$ cat config.mk
export PLATFORM = sky130hd
export DESIGN_NAME = tl_wrr_scheduler
export DESIGN_NICKNAME = d
export VERILOG_FILES = /design/src/rtl/tl_pkg.sv /design/src/rtl/tl_rr_pick.sv /design/src/rtl/tl_wrr_scheduler.sv
export SDC_FILE = /design/constraint.sdc
export NUM_CORES = 1
export LEC_CHECK = 0
export BUFFER_PORTS_ARGS = -buffer_cell sky130_fd_sc_hd__buf_2
export CORE_MARGIN = 2
export CORE_UTILIZATION = 54
export DETAILED_ROUTE_END_ITERATION = 8
export PLACE_DENSITY = 0.85
export SYNTH_ARGS = -nofsm -noshare
export SYNTH_HDL_FRONTEND = slang
export SYNTH_SLANG_ARGS = --single-unit
$ cat constraint.sdc
create_clock -name clk -period 7.8 [get_ports clk]
set_input_delay 1.56 -clock clk [delete_from_list [all_inputs] [get_ports clk]]
set_output_delay 1.56 -clock clk [all_outputs]
set_load 0.005 [all_outputs]
$ cat src/rtl/tl_pkg.sv
// Shared constants, state encoding and helpers for the
// transaction-layer weighted round-robin scheduler.
package tl_pkg;

  localparam int NUM_Q    = 4;
  localparam int CLASS_W  = 2;
  localparam int WEIGHT_W = 3;

  typedef enum logic {
    IDLE  = 1'b0,
    SERVE = 1'b1
  } sched_state_e;

  // Extract the burst weight configured for queue q.
  function automatic logic [WEIGHT_W-1:0] weight_of(
    input logic [NUM_Q*WEIGHT_W-1:0] cfg,
    input logic [1:0]                q
  );
    weight_of = cfg[q*WEIGHT_W +: WEIGHT_W];
  endfunction

endpackage

$ cat src/rtl/tl_rr_pick.sv
// Rotating-priority find-first over four request lines:
// search order is start, start+1, start+2, start+3 (mod 4).
module tl_rr_pick (
  input  logic [3:0] elig,
  input  logic [1:0] start,
  output logic       found,
  output logic [1:0] idx
);

  logic [7:0] dbl;
  logic [3:0] rot;
  logic [1:0] off;

  assign dbl   = {elig, elig};
  assign rot   = dbl[start +: 4];
  assign found = |rot;
  assign idx   = start + off;

  // Lowest set bit of the rotated vector is the winner offset.
  always_comb begin
    off = 2'd0;
    priority case (1'b1)
      rot[0]:  off = 2'd0;
      rot[1]:  off = 2'd1;
      rot[2]:  off = 2'd2;
      rot[3]:  off = 2'd3;
      default: off = 2'd0;
    endcase
  end

endmodule

$ cat src/rtl/tl_wrr_scheduler.sv
// Weighted round-robin mover from input class FIFOs to output
// class FIFOs: pop in cycle N, push to head class in cycle N+1.
module tl_wrr_scheduler
  import tl_pkg::*;
(
  input  logic                      clk,
  input  logic                      reset,
  input  logic                      enable,
  input  logic [NUM_Q*WEIGHT_W-1:0] weight_cfg,
  input  logic [NUM_Q-1:0]          empty_in,
  input  logic [NUM_Q*CLASS_W-1:0]  head_class,
  input  logic [NUM_Q-1:0]          almost_full_out,
  output logic [NUM_Q-1:0]          pop_in,
  output logic [NUM_Q-1:0]          push_out,
  output logic [1:0]                grant_id,
  output logic                      idle
);

  sched_state_e          state;
  sched_state_e          state_d;
  logic [NUM_Q-1:0]      elig;
  logic [1:0]            ptr;
  logic [WEIGHT_W-1:0]   credit;
  logic [WEIGHT_W-1:0]   wsel;
  logic [WEIGHT_W-1:0]   reload;
  logic [1:0]            start;
  logic                  found;
  logic [1:0]            pick;
  logic                  gnt_v;
  logic                  keep;
  logic [1:0]            gnt;
  logic [CLASS_W-1:0]    dest;
  logic                  push_v;

  // A queue is eligible when it has data and its target has room.
  always_comb begin
    elig = '0;
    for (int i = 0; i < NUM_Q; i++) begin
      elig[i] = enable & ~empty_in[i]
              & ~almost_full_out[head_class[i*CLASS_W +: CLASS_W]];
    end
  end

  assign start = ptr + 2'd1;

  tl_rr_pick u_pick (
    .elig  (elig),
    .start (start),
    .found (found),
    .idx   (pick)
  );

  // Stay on ptr while it has credit, else rotate from ptr+1.
  always_comb begin
    gnt_v = 1'b0;
    keep  = 1'b0;
    gnt   = ptr;
    if (!reset) begin
      if (elig[ptr] && credit != '0) begin
        gnt_v = 1'b1;
        keep  = 1'b1;
        gnt   = ptr;
      end else if (found) begin
        gnt_v = 1'b1;
        gnt   = pick;
      end
    end
  end

  assign wsel   = weight_of(weight_cfg, gnt);
  assign reload = (wsel == '0) ? '0 : wsel - WEIGHT_W'(1);

  // Next state and the Mealy pop strobe.
  always_comb begin
    state_d = state;
    pop_in  = '0;
    unique case (state)
      IDLE:    if (|elig) state_d = SERVE;
      SERVE:   if (~|elig) state_d = IDLE;
      default: state_d = IDLE;
    endcase
    if (gnt_v) pop_in = NUM_Q'(1) << gnt;
  end

  // State register.
  always_ff @(posedge clk or posedge reset) begin
    if (reset) state <= IDLE;
    else       state <= state_d;
  end

  // Pointer and burst credit bookkeeping on each grant.
  always_ff @(posedge clk or posedge reset) begin
    if (reset) begin
      ptr      <= 2'd0;
      credit   <= '0;
      grant_id <= 2'd0;
    end else if (gnt_v) begin
      grant_id <= gnt;
      if (keep) begin
        credit <= credit - WEIGHT_W'(1);
      end else begin
        ptr    <= gnt;
        credit <= reload;
      end
    end
  end

  // Push stage: carry the popped word's class one cycle.
  always_ff @(posedge clk or posedge reset) begin
    if (reset) begin
      push_v <= 1'b0;
      dest   <= '0;
    end else begin
      push_v <= gnt_v;
      if (gnt_v) dest <= head_class[gnt*CLASS_W +: CLASS_W];
    end
  end

  assign push_out = push_v ? (NUM_Q'(1) << dest) : '0;

  // Idle once nothing is granted or in flight and inputs are dry.
  always_ff @(posedge clk or posedge reset) begin
    if (reset) idle <= 1'b1;
    else       idle <= ~gnt_v & (&empty_in);
  end

endmodule

== Word level (Yosys, flattened, before mapping) ==
Cells that the tools add are included.
Word-level totals
  register bits: 11
  bits of input ports: 31
  output and inout bits: 11
  word-level logic and storage cells: 72
Cells by class
  $add $sub $neg: 4
  $mul: 1
  $lt $le $gt $ge: 5
  shift-type cells: 5
  multiplexer cells: 26
  bitwise operators: 19
  reductions and logical operators: 6
Operators by type and width (count)
  $lt A2 B3 Y1 const B: 5
  $mux W2: 7
  $shiftx A12 B5 Y3: 1
  $bmux W1 S2: 5
  $mux W1: 10
  $not A1 Y1: 10
  $and A1 B1 Y1: 9
  $mux W4: 2
  $shiftx A8 B3 Y4: 1
  $shiftx A8 B4 Y2: 1
  $shl A1 B2 Y4 const A: 2
  $mux W3: 2
  $sub A3 B1 Y3 const B: 2
  $mul A2 B2 Y4 const B: 1
  $reduce_and A4 Y1: 1
  $reduce_or A4 Y1: 1
  $logic_not A3 Y1: 1
  $reduce_bool A3 Y1: 1
  $add A2 B1 Y2 const B: 1
  $add A2 B2 Y2: 1
  $reduce_and A2 Y1: 1
  $logic_and A1 B1 Y1: 1

== Logic depth before layout (Yosys ltp) ==
Gate-level depths: netlist of the first run.
  word-level depth: 18
  mapped depth: 20
  mapped depth without buffers: 19

== By module ==
Synthesis of the first run repeated with hierarchy kept, for this count alone.
Second synthesis, totals
  cells, all modules: 144
  area, all modules: 1277.5 µm²
By module, submodules not included
  tl_wrr_scheduler: times used 1, cells an instance 122, area an instance 1116.1 µm², sequential area each 276.5 µm²
  tl_rr_pick: times used 1, cells an instance 22, area an instance 161.4 µm², sequential area each 0.0 µm²

== Worst setup path before layout of the first run ==
Ideal clock, no wire load.
  path type: input port to output port
  from: in head_class[6]
  to: out pop_in[1]
  arrival time: 3.949 ns
  required time: 6.240 ns
  setup slack: 2.291 ns
  stages on the path: 13
  path buffers: 1
  path through: mux4_2 or2_4 a211oi_1 o21ai_0 a21bo_2 o2bb2ai_1 ha_1 o211ai_1 a211oi_1 or2_1 buf_6 inv_12 nor3_1
On the way
  word-level cells in the longest chain between the ends: 15
  elaborated cells between the ends (all ways): 22
  those cells by class: add/sub (1); shift (2); mux (15); bitwise (2); reduce/logical (2)
RTL lines
  from (decl): line tl_wrr_scheduler.sv:11  | input logic [NUM_Q*CLASS_W-1:0] head_class,
  $bmux W1 S2 *: line tl_wrr_scheduler.sv:40  | & ~almost_full_out[head_class[i*CLASS_W +: CLASS_W]];
  $mux W1 (implied by the code) *: line tl_wrr_scheduler.sv:40
  $not A1 Y1 *: line tl_wrr_scheduler.sv:40
  $and A1 B1 Y1 *: line tl_wrr_scheduler.sv:40
  $shiftx A8 B3 Y4: line tl_rr_pick.sv:15  | assign rot = dbl[start +: 4];
  $mux W2 (4 in series): line tl_rr_pick.sv:22  | priority case (1'b1)
  $add A2 B2 Y2: line tl_rr_pick.sv:17  | assign idx = start + off;
  $mux W2: line tl_wrr_scheduler.sv:63  | end else if (found) begin
  $mux W2: line tl_wrr_scheduler.sv:59  | if (elig[ptr] && credit != '0) begin
  $mux W2: line tl_wrr_scheduler.sv:58  | if (!reset) begin
  $shl A1 B2 Y4: line tl_wrr_scheduler.sv:82  | if (gnt_v) pop_in = NUM_Q'(1) << gnt;
  $mux W4 *: line tl_wrr_scheduler.sv:82
  to (decl): line tl_wrr_scheduler.sv:13  | output logic [NUM_Q-1:0] pop_in,
Mark *: on every way between the ends. The rest lies on a longest branch, timed or not. The select of a mux whose other input is x is not followed.

== Final worst setup path of the first run ==
Ends and elaborated chain as after synthesis.

==> results_dict.tcl, run 1 <==
set metrics [dict create \
    status "finished clean" \
    hold_class "flip-flop to flip-flop" \
    initial_core_util_pct 57.6 \
    ys.flop_type "dfrtp_1" \
    netSwitchingFraction_pct 47.2 \
    maxCapViolCount 0 \
    grt.total_usage_pct 25.2 \
    finalHoldViolCount 0 \
    yosysWarnings 0 \
    drc 0 \
    finalCriticalPeriod_ps 6250 \
    drive_gt1_share_pct 33.9 \
    syn_inst 144 \
    async_reset_ff_share_pct 100 \
    finalSetupTns_ps 0 \
    grt_pass1_vias 1264 \
    path_cells "buf_2, mux4_2, or2_4, a211oi_1, o21ai_0, a21bo_2, o2bb2ai_1, ha_1, o211ai_1, a211oi_1, or2_1, inv_12, nor3_1, buf_2" \
    cp_top_family "compound AO/OA/AOI/OAI gates" \
    io_pins 42 \
    synth_nets 181 \
    rsz0062_at_grt "false" \
    yosys.area_share.adder_pct 5.89 \
    yosys.area.top_type "dfrtp_1" \
    critical_path_arrival_ps 4690 \
    worst_slew_pin_slew_ps 493 \
    synth_top_family_by_area "compound AO/OA/AOI/OAI gates" \
    leakagePower_nw 0.744 \
    cts_resized 0 \
    die_y_um 52.6 \
    holdWs_ps 486 \
    period_share_pct 80.1 \
    h-tree-depth 1 \
    crit_slowest_cell "mux4_2" \
    p_sw_mw 0.210 \
    final_cell_mix "buf_2 (41), mux2i_1 (13), nor2_1 (13)" \
    area_delta_synth_final_pct 18.5 \
    postRouteAntennaNets 0 \
    fin_nets 224 \
    avgSynthCellArea_um2 8.85 \
    vdd_drop_max_uv 197 \
    clock_skew_ps 3.92 \
    crit_type "primary input to output port" \
    place_inst 210 \
    routed_wl_um 3220 \
    clk_pin_slew_ps 70 \
    post_cts_buffers 0 \
    portBuffers 41 \
    synth-simple-area-share_pct 20.3 \
    row_count 17 \
    seqPwrFrac_pct 23.8 \
    internal_power_mw 0.235 \
    fp.coreArea_um2 2210 \
    worstPathRequired_ps 6240 \
    antenna_found_initial 0 \
    fin_cells 214 \
    fmax_mhz 160 \
    path_buf_inv 3 \
    ys_seq_area_share_pct 21.7 \
    vias_per_cell 6.11 \
    gp_congestion 0.853 \
    synth_mux_area_share_pct 18.2 \
    slowest_delay_ps 520 \
    dieWidth_um 52.6 \
    syn_area_um2 1270 \
    fin_util_pct 68.3 \
    pwr-share-clk_pct 8.8 \
    synth_compound_area_share_pct 25.1 \
    clockBufferDepth 2 \
    die_area_um2 2770 \
    worstPathMaxFanout 10 \
    synth-xor-area-share_pct 0.687 \
    drtIter0Drc 42 \
    synth_edf_count 0 \
    synth-seq-cells 11 \
    start_kind "primary input" \
    slew_headroom_pct 67.1 \
    ys_types 47 \
    endpoint_kind "output port" \
    clk_latency_ps 270 \
    finalSetupViolCount 0 \
    layout_commonest_cell "buf_2" \
    yosys-top-cells-area "dfrtp_1 (20%), mux2i_1 (10%), ha_1 (5.9%)" \
    cts-root-buf "clkbuf_4" \
    powerDensity_nw_per_um2 294 \
    cts.sinks 11 \
    cts_made_buffers 3 \
    synth_top_area_share_pct 19.6 \
    dp_hpwl_um 2660 \
    post_drt_wl_per_cell_um 15.0 \
    drtPass1Iterations 4 \
    postCtsHoldBufs 0 \
    grt_pass1_wl_um 5260 \
    slew_viol_final 0 \
    p_comb_share_pct 67.4 \
    grt-ovfl-total 0 \
    grt_max_degree 13 \
    cts_tree "yes" \
    diodes 0 \
    via_count 1308 \
]
-- routing by layer --
layer	routed length [µm]	vias to the layer above	share of wire [%]	GRT usage, %
li1	-	626	-	-
met1	1310	614	41	29.1
met2	1640	64	51	46.5
met3	241	4	7.5	4.57
met4	27	0	0.84	7.69
met5	0	-	0	0
-- logic make-up (layout without fill, tap and decap cells) --
family                     Yosys count  count (layout)
muxes                               20              20
xor gates and xnor gates             1               1
AOI/OAI and AO/OA                   42              42
buffers and inverters               16              58
and+or+nand+nor                     48              48
adders and majority gates            6               6
DFF                                 11              11
-- path summary, 6_finish.rpt --
kind | startpoint | end | slack, ps | depth (start not counted)
setup / recovery | head_class[6] | pop_in[1] | 1550 | 14
hold / removal | grant_id[1] | grant_id[1] | 490 | 2
setup reg to reg | ptr[0] | credit[0] | 3010 | 18
hold reg to reg | grant_id[1] | grant_id[1] | 490 | 2
max in group asynchronous | reset | idle | 6140 | 2
min in group asynchronous | reset | credit[2] | 1310 | 2
-- layout make-up --
cell class	instances	area [µm²]
sequential	11	277
clock buffer	4	26.3
tap	28	35.0
multi-input combinational	117	895
timing repair buffer	41	205
inverter	13	73.8
fill	169	701
-- Yosys cell counts (2+ instances only) --
cell type	number
a22o_1	2
a221oi_1	4
nor2b_1	3
o211ai_1	2
or3_1	2
nor3_1	6
nand2_1	9
a211oi_1	3
nor2_1	13
a22oi_1	4
o21ai_0	7
mux2i_1	13
and3b_1	2
inv_1	10
a21oi_1	8
ha_1	6
buf_6	2
mux2_2	5
a211o_1	2
nor3b_1	5
dfrtp_1	10
-- worst register-to-register path: stages, from the launching register on --
cell and delay [ps]:
dfrtp_1 590, nor3_1 120, a22oi_1 310, a21oi_1 150, o21ai_0 170, a21bo_2 240
o2bb2ai_1 120, ha_1 240, a211o_1 300, a211oi_1 280, or2_1 460, inv_12 70
mux2i_1 170, mux2_2 280, ha_1 200, ha_1 230, or3_2 450, a211oi_1 230
a211o_1 130
-- through the flow --
step | power, mW | worst slack, ps | cell area (µm²)
2_1_floorplan | 0.344 | 2290 | 1270
3_3_place_gp | 0.391 | 1810 | 1490
3_5_place_dp | 0.405 | 1620 | 1490
4_1_cts | 0.446 | 1600 | 1510
5_1_grt | 0.485 | 1270 | 1510
6_report | 0.445 | 1550 | 1510
-- power by group through the flow --
stage / registers, mW / clock network (mW) / logic, mW
CTS: 0.106 / 0.0399 / 0.300
global route: 0.109 / 0.0424 / 0.334
global placement: 0.106 / 0 / 0.286
detailed placement: 0.107 / 0 / 0.298
finish: 0.106 / 0.0392 / 0.300
floorplan: 0.0951 / 0 / 0.249
-- sequential cells by signal, summed over array words and instances (netlist names) --
register,flops
idle,1
grant_id,2
push_v,1
ptr,2
dest,2
credit,3
No activity file was read; power rests on OpenSTA's default activity.
==> run 2: changes to the inputs <==
--- a/config.mk
+++ b/config.mk
@@ -7,9 +7,9 @@
 export LEC_CHECK = 0
 export BUFFER_PORTS_ARGS = -buffer_cell sky130_fd_sc_hd__buf_2
 export CORE_MARGIN = 2
-export CORE_UTILIZATION = 54
+export CORE_UTILIZATION = 46
 export DETAILED_ROUTE_END_ITERATION = 8
-export PLACE_DENSITY = 0.85
+export PLACE_DENSITY = 0.77
 export SYNTH_ARGS = -nofsm -noshare
 export SYNTH_HDL_FRONTEND = slang
 export SYNTH_SLANG_ARGS = --single-unit
==> constraint.sdc (replaced) <==
create_clock -name clk -period 5.15 [get_ports clk]
set_input_delay 1.03 -clock clk [delete_from_list [all_inputs] [get_ports clk]]
set_output_delay 1.03 -clock clk [all_outputs]
set_load 0.005 [all_outputs]
==> results_dict.tcl, run 2 (synthesized netlist as in run 1, its figures left out) <==
set metrics [dict create \
    status "finished clean" \
    largest_reg_flops 3 \
    h-tree-depth 1 \
    drc 0 \
    antenna_found_initial 0 \
    grt-ovfl-total 0 \
    clk_pin_slew_ps 70 \
    grt_max_degree 12 \
    period_share_pct 94.8 \
    worst_slew_pin_slew_ps 480 \
    finalHoldViolCount 0 \
    portBuffers 41 \
    dp_hpwl_um 2750 \
    critical_path.startpoint "almost_full_out[3]" \
    placed_cell_area_um2 1540 \
    maxCapViolCount 0 \
    gp_congestion 0.904 \
    hp-start "grant_id[0]" \
    crit_type "primary input to output port" \
    critical_path_arrival_ps 3850 \
    area_delta_synth_final_pct 23.9 \
    diodes 0 \
    fin_nets 231 \
    r2r_slack_ps 750 \
    grt.total_usage_pct 22.6 \
    die_area_um2 3210 \
    postRouteAntennaNets 0 \
    cts.sinks 11 \
    grt_pass1_wl_um 5840 \
    drive_gt1_share_pct 37.8 \
    clock_skew_ps 3.42 \
    final_area_um2 1580 \
    finalSetupTns_ps 0 \
    slew_viol_final 0 \
    worstPathRequired_ps 4120 \
    row_count 19 \
    cts-root-buf "clkbuf_4" \
    fmax_mhz 205 \
    worstRegToRegCells 18 \
    place_inst 220 \
    vdd_drop_max_uv 316 \
    fin_util_pct 58.8 \
    finalCriticalPeriod_ps 4880 \
    powerDensity_nw_per_um2 464 \
    fin_cells 224 \
    drtPass1Iterations 4 \
    cts_tree "yes" \
    vias_per_cell 5.87 \
    die_y_um 56.6 \
    clockBufferDepth 2 \
    io_pins 42 \
    final_cell_mix "buf_2 (41), mux2i_1 (13), nor2_1 (13)" \
    r2r-start "ptr[0]" \
    cts_made_buffers 3 \
    largest-register "credit" \
    rsz0062_at_grt "false" \
    min_delay_path_depth 1 \
    endpoint_kind "output port" \
    fp.coreArea_um2 2690 \
    post_drt_wl_per_cell_um 15.1 \
    via_count 1315 \
    place_ws_ps -154 \
    leakagePower_nw 0.780 \
    worst_slack_ps 268 \
    clk_latency_ps 270 \
    total_power_mw 0.734 \
    layout_commonest_cell "buf_2" \
    dieWidth_um 56.6 \
    post_cts_buffers 0 \
    routed_wl_um 3380 \
    drtIter0Drc 56 \
    finalSetupViolCount 0 \
    grt_pass1_vias 1339 \
    worstPathMaxFanout 5 \
    slew_headroom_pct 68.0 \
    hold_class "flip-flop to flip-flop" \
    start_kind "primary input" \
    initial_core_util_pct 47.5 \
    holdWs_ps 496 \
]
[run 2: cell types whose count changed in the layout (fill, tap and decap cells not counted)]
cell | previous run | this run
a211oi_1 | 3 | 1
a211oi_2 | 0 | 2
buf_4 | 0 | 7
or2_1 | 1 | 0
or2_4 | 1 | 2
[run 2: worst paths after layout]
| check | end |
|---|---|
| setup / recovery | pop_in[1] |
| hold / removal | grant_id[0] |
| setup reg to reg | credit[0] |
| hold reg to reg | grant_id[0] |
| max in group asynchronous | idle |
| min in group asynchronous | ptr[0] |
[run 2: layout make-up]
| cell class | instances | area [µm²] |
|---|---|---|
| Fill cell | 252 | 1110 |
| Tap cell | 31 | 38.8 |
| Sequential cell | 11 | 277 |
| Clock buffer | 4 | 26.3 |
| Multi-Input combinational cell | 117 | 907 |
| Inverter | 13 | 73.8 |
| Timing Repair Buffer | 48 | 258 |
[run 2: timing repair]
action	4_1_cts	5_1_grt
endpoints found under the setup margin	0	5
gates resized for setup	0	3
hold buffers	0	0
[run 2: report_power, final]
group	internal [mW]	switching [mW]	total (mW)
Clock	0.0300	0.0294	0.0594
Sequential	0.122	0.0412	0.163
Combinational	0.243	0.269	0.512
[run 2: critical path: stages]
cell	delay (ps)
buf_2	120
mux4_2	490
or2_4	270
a211oi_2	270
o21ai_0	120
a21bo_2	200
o2bb2ai_1	100
ha_1	220
o211ai_1	120
a211oi_2	240
or2_4	220
inv_12	40
buf_4	150
nor3_1	120
buf_2	140
[run 2: metal layers]
layer  up-vias  wire [µm]  track usage, %
li1        638          -               -
met1       621       1390            27.2
met2        52       1750            41.9
met3         4        213            2.76
met4         0         30            6.12
met5         -          0               0
